<file path="config.mk">
export PLATFORM = sky130hd
export DESIGN_NAME = alu_shift_dr
export DESIGN_NICKNAME = d
export VERILOG_FILES = /design/src/rtl/alu_pkg.sv /design/src/rtl/alu16.sv /design/src/rtl/alu_shift_dr.sv
export SDC_FILE = /design/constraint.sdc
export NUM_CORES = 1
export LEC_CHECK = 0
export CORE_MARGIN = 3
export CORE_UTILIZATION = 47
export CTS_CLUSTER_DIAMETER = 200
export DETAILED_ROUTE_END_ITERATION = 16
export PLACE_DENSITY = 0.7
export SYNTH_ARGS = -nofsm -noshare
export SYNTH_HDL_FRONTEND = slang
export SYNTH_HIERARCHICAL = 1
export SYNTH_SLANG_ARGS = --single-unit
</file>
<file path="constraint.sdc">
create_clock -name clk -period 2.5 [get_ports clk]
set_clock_uncertainty 0.15 [all_clocks]
set_input_delay 0.5 -clock clk [delete_from_list [all_inputs] [get_ports clk]]
set_output_delay 0.5 -clock clk [all_outputs]
set_load 0.01 [all_outputs]
</file>
<file path="src/rtl/alu_pkg.sv">
// alu_pkg: op codes, flag indices, FSM states and shift helpers for alu_shift_dr
package alu_pkg;
  localparam logic [3:0] OP_ADD = 4'd0, OP_SUB = 4'd1, OP_AND = 4'd2, OP_OR = 4'd3,
                         OP_XOR = 4'd4, OP_CMP = 4'd5, OP_MOV = 4'd6,
                         OP_SLL = 4'd8, OP_SLR = 4'd9, OP_SRL = 4'd10, OP_SRA = 4'd11;
  localparam int FLG_S = 3, FLG_Z = 2, FLG_C = 1, FLG_V = 0;
  typedef enum logic {IDLE, SHIFT} state_t;
  function automatic logic is_shift(logic [3:0] op);
    return op[3:2] == 2'b10;
  endfunction
  function automatic logic [3:0] mk_flags(logic [15:0] r, logic c, logic v);
    logic [3:0] f;
    f = '0;
    f[FLG_S] = r[15];
    f[FLG_Z] = r == 16'd0;
    f[FLG_C] = c;
    f[FLG_V] = v;
    return f;
  endfunction
  // One shift/rotate step: {bit shifted out, next work value}
  function automatic logic [16:0] shift_step(logic [3:0] op, logic [15:0] w);
    return op == OP_SLL ? {w[15], w[14:0], 1'b0} :
           op == OP_SLR ? {w[15], w[14:0], w[15]} :
           op == OP_SRL ? {w[0], 1'b0, w[15:1]} :
                          {w[0], w[15], w[15:1]};
  endfunction
endpackage

</file>
<file path="src/rtl/alu16.sv">
// alu16: combinational 16-bit add/sub/logic/move unit with carry and overflow
module alu16
  import alu_pkg::*;
(
  input  logic [15:0] a,
  input  logic [15:0] b,
  input  logic [3:0]  op,
  output logic [15:0] result,
  output logic        c,
  output logic        v
);
  logic sub, arith;
  logic [15:0] bx;
  logic [16:0] sum;
  always_comb begin
    sub = op == OP_SUB || op == OP_CMP;
    arith = sub || op == OP_ADD;
    bx = sub ? ~b : b;
    sum = {1'b0, a} + {1'b0, bx} + {16'd0, sub};
    result = op == OP_AND ? a & b :
             op == OP_OR  ? a | b :
             op == OP_XOR ? a ^ b :
             op == OP_MOV ? b : sum[15:0];
    // subtract reports borrow, i.e. the inverted carry of a + ~b + 1
    c = arith & (sum[16] ^ sub);
    v = arith & (a[15] == bx[15]) & (sum[15] != a[15]);
  end
endmodule

</file>
<file path="src/rtl/alu_shift_dr.sv">
// alu_shift_dr: execute stage with one-cycle ALU ops and bit-serial shifts into DR/flags
module alu_shift_dr
  import alu_pkg::*;
(
  input  logic        clk,
  input  logic        rst,
  input  logic        start,
  input  logic [3:0]  op,
  input  logic [3:0]  shamt,
  input  logic [15:0] a_in,
  input  logic [15:0] b_in,
  output logic [15:0] dr_out,
  output logic [3:0]  flags_out,
  output logic        busy,
  output logic        done
);
  state_t state;
  logic [3:0] cnt, op_q;
  logic [15:0] work, res;
  logic c, v, sh_out;
  logic [15:0] sh_next;
  alu16 u_alu (.a(a_in), .b(b_in), .op(op), .result(res), .c(c), .v(v));
  assign {sh_out, sh_next} = shift_step(op_q, work);
  always_ff @(posedge clk or posedge rst) begin
    if (rst) begin
      state <= IDLE;
      cnt <= '0;
      op_q <= '0;
      work <= '0;
      dr_out <= '0;
      flags_out <= '0;
      busy <= 1'b0;
      done <= 1'b0;
    end else begin
      done <= 1'b0;
      if (state == IDLE) begin
        if (start && is_shift(op) && shamt != 4'd0) begin
          state <= SHIFT;
          busy <= 1'b1;
          work <= a_in;
          cnt <= shamt;
          op_q <= op;
        end else if (start) begin
          done <= 1'b1;
          if (is_shift(op)) begin
            dr_out <= a_in;
            flags_out <= mk_flags(a_in, 1'b0, 1'b0);
          end else if (op <= OP_MOV) begin
            if (op != OP_CMP) dr_out <= res;
            flags_out <= mk_flags(res, c, v);
          end
        end
      end else begin
        work <= sh_next;
        cnt <= cnt - 4'd1;
        if (cnt == 4'd1) begin
          state <= IDLE;
          busy <= 1'b0;
          done <= 1'b1;
          dr_out <= sh_next;
          flags_out <= mk_flags(sh_next, sh_out, 1'b0);
        end
      end
    end
  end
endmodule

</file>
==> impl_metrics.ini <==
[finish]
finalInstanceArea_sq_mm = 0.00746
mostFrequentLayoutCells = buf_4, nand2_1, clkdlybuf4s50_1
drive_gt1_share_pct = 35.6
diodes = 0
syn_to_final_growth_pct = 51.1
final_common_cell = buf_4
final_nets = 910
fin_util_pct = 74.6

[power]
p_leak_nw = 3.45
p_per_area_mw_per_mm2 = 731
ir_drop_mv = 0.503
power.total_mw = 5.46

[synth]
synth_nets = 726
syn_area_sq_mm = 0.00494
async_reset_ff_share_pct = 100
synth_top_family_by_area = simple AND/OR/NAND/NOR gates
syn-instance-count = 632
yosys_warnings = 6
ys_types = 68
synth-edff-count = 0
syn_avg_cell_area_sq_um = 7.81
yosysSeqAreaShare_pct = 23.8
synth-simple-area-share_pct = 23.8
synth-adder-area-share_pct = 13.1
synth_ff_type = dfrtp_1
yosys.area.top_type = dfrtp_1
synthMuxAreaShare_pct = 7.63
ys_top_cells_by_area = dfrtp_1, ha_1, nand2_1, mux2_2, a31oi_1
synth-seq-cells = 47
synthXorXnorAreaFrac_pct = 4.26
synth_compound_area_share_pct = 20.1
yosys.area.top_type_share_pct = 23.8

[critical_path]
worstSetupPathType = primary input to register
cp_max_fo = 8
startpoint = op[3]
r2r_setup_slack_ps = 330
required_ps = 2590
start_kind = primary input
endpoint = flags_out[2]
rr_startpoint = state
timing.rr.end = flags_out[2]
worstPathArrival_ps = 3670
worst_r2r_path_depth = 5
worstSetupEndpointType = register

[place]
port_buffers = 64
post-place-ws_ps = -1860
dp_hpwl_um = 12200
gp_congestion = 0.938
placed_area_sq_mm = 0.00661

[floorplan]
core.rowCount = 36
fp.dieH_um = 108
initial_core_util_pct = 49.4
dieArea_sq_mm = 0.0118
ios = 65
die_w_um = 108
core_sq_mm = 0.0100

[clocking]
cts_hold_buf = 0
clk_pin_slew_ps = 90
ctsHtreeMaxLevel = 2
numCtsBuffers = 5
root_buffer = clkbuf_8
cts_tree = yes
cts_buffer_depth = 2
clk_latency_ps = 310
clock_sinks = 47

[timing]
setup_ws_ps = -1080
worst_pin_slew_ps = 1030
min_period_ps = 3580
rsz0062_at_grt = yes
holdWs_ps = 366
slew_violations = 0
max_freq_mhz = 279
fin_crit_sh_pct = 143
slew_headroom_pct = 31.2
hold_viol = 0
setup_viol = 20

[status]
status = finished, violations left
violations = setup timing

[drt]
wl_met1_um = 7190
top_layer = met4
dr_wl_met2_um = 8690
firstDrtPassIters = 9
wl_met3_um = 1090
ant_nets = 0
drt_iter0_drc = 473
post_drt_wl_per_cell_um = 18.5
drc_errors = 0
vias = 5578
wl_um = 17600
vias_per_cell = 5.87

[grt]
grt_overflow_total = 0
grt_usage_pct = 28.7
grt_max_degree = 48
antenna_found_initial = 0
grt_pass1_wl_um = 26900
grt_pass1_vias = 5471

[worst_hold_path]
hp-start = dr_out[4]
hold_path.class = register to register

[flow_run]
maxCapViolations = 0
==> routing by layer <==
metal	GRT usage (%)	vias up
met3	2.45	57
li1	-	2613
met2	50.4	251
met1	37.1	2657
met5	0	-
met4	9.65	0
==> power by group <==
group / total, mW / leakage (nW) / switching, mW / internal, mW
registers: 1.48 / 0.557 / 0.335 / 1.14
logic: 3.47 / 2.84 / 1.67 / 1.80
clock network: 0.508 / 0.0515 / 0.256 / 0.253
total: 5.46 / 3.45 / 2.27 / 3.19
==> repair_timing <==
action	in CTS	in global routing
pin swaps	45	31
endpoints found under the hold margin	0	0
setup buffers	19	7
gates resized for setup	79	49
setup endpoints to repair	20	20
cloned	1	0
==> how the worst min path moves through the flow <==
| stage | to | cells past startpoint |
|---|---|---|
| global route | dr_out[11] | 1 |
| CTS | dr_out[4] | 1 |
| global placement | dr_out[6] | 1 |
| detailed placement | dr_out[6] | 1 |
| finish | dr_out[4] | 1 |
| floorplan | op_q[3] | 1 |
==> final cells by class <==
| type | instances | area (sq um) |
|---|---|---|
| Clock buffer | 8 | 100 |
| Multi-Input combinational cell | 503 | 4020 |
| Timing Repair Buffer | 211 | 1820 |
| Tap cell | 133 | 166 |
| Inverter | 48 | 180 |
| Sequential cell | 47 | 1180 |
| Fill cell | 708 | 2540 |
==> kinds of logic after synthesis <==
kind of cell,after synthesis
adder cells (fa/ha/maj),51
XOR/XNOR,24
multiplexers,35
flip-flops,47
AND/OR/NAND/NOR,245
buffers and inverters,82
AO/OA/AOI/OAI,148
==> worst max-delay path, cell delays in order <==
cell and delay, ps:
buf_6 100, or3b_4 420, buf_12 180, xnor2_4 160, ha_4 310, nand4b_1 190
o21ai_4 250, a21oi_2 60, o211ai_2 220, mux2i_1 120, a22o_1 220, or4_4 520
nor3_2 130, nand4_1 120, a41oi_2 140
==> synthesized netlist by cell type (3+ instances only) <==
cell type / instances
and3_1: 10
nor4_1: 10
buf_1: 5
a21boi_0: 3
xnor2_1: 19
dfrtp_1: 47
nor2_1: 38
nand3b_1: 3
buf_6: 3
nand4_1: 4
o22ai_1: 10
nand3_1: 12
xor2_1: 5
inv_1: 47
nor3_1: 10
a31oi_1: 34
mux2_2: 21
buf_2: 3
and3_2: 9
clkbuf_1: 20
nand2_1: 120
a21oi_1: 35
or4_1: 5
a211oi_1: 9
o21ai_0: 20
a21o_1: 3
or3b_2: 3
a31o_2: 4
mux2i_1: 14
nor2b_1: 4
ha_1: 50
o211ai_1: 5
==> registers in the layout (all words and copies together), names as in the netlist <==
register,count
state,1
work,16
dr_out,16
flags_out,4
busy,1
op_q,4
done,1
cnt,4
==> through the flow <==
step	setup TNS, ps	std cells
floorplan	-13700	632
global placement	-27400	922
CTS	-12740	947
finish	-14360	950
global route	-15570	950
detailed placement	-28720	922
(Power assumes the default switching activity.)
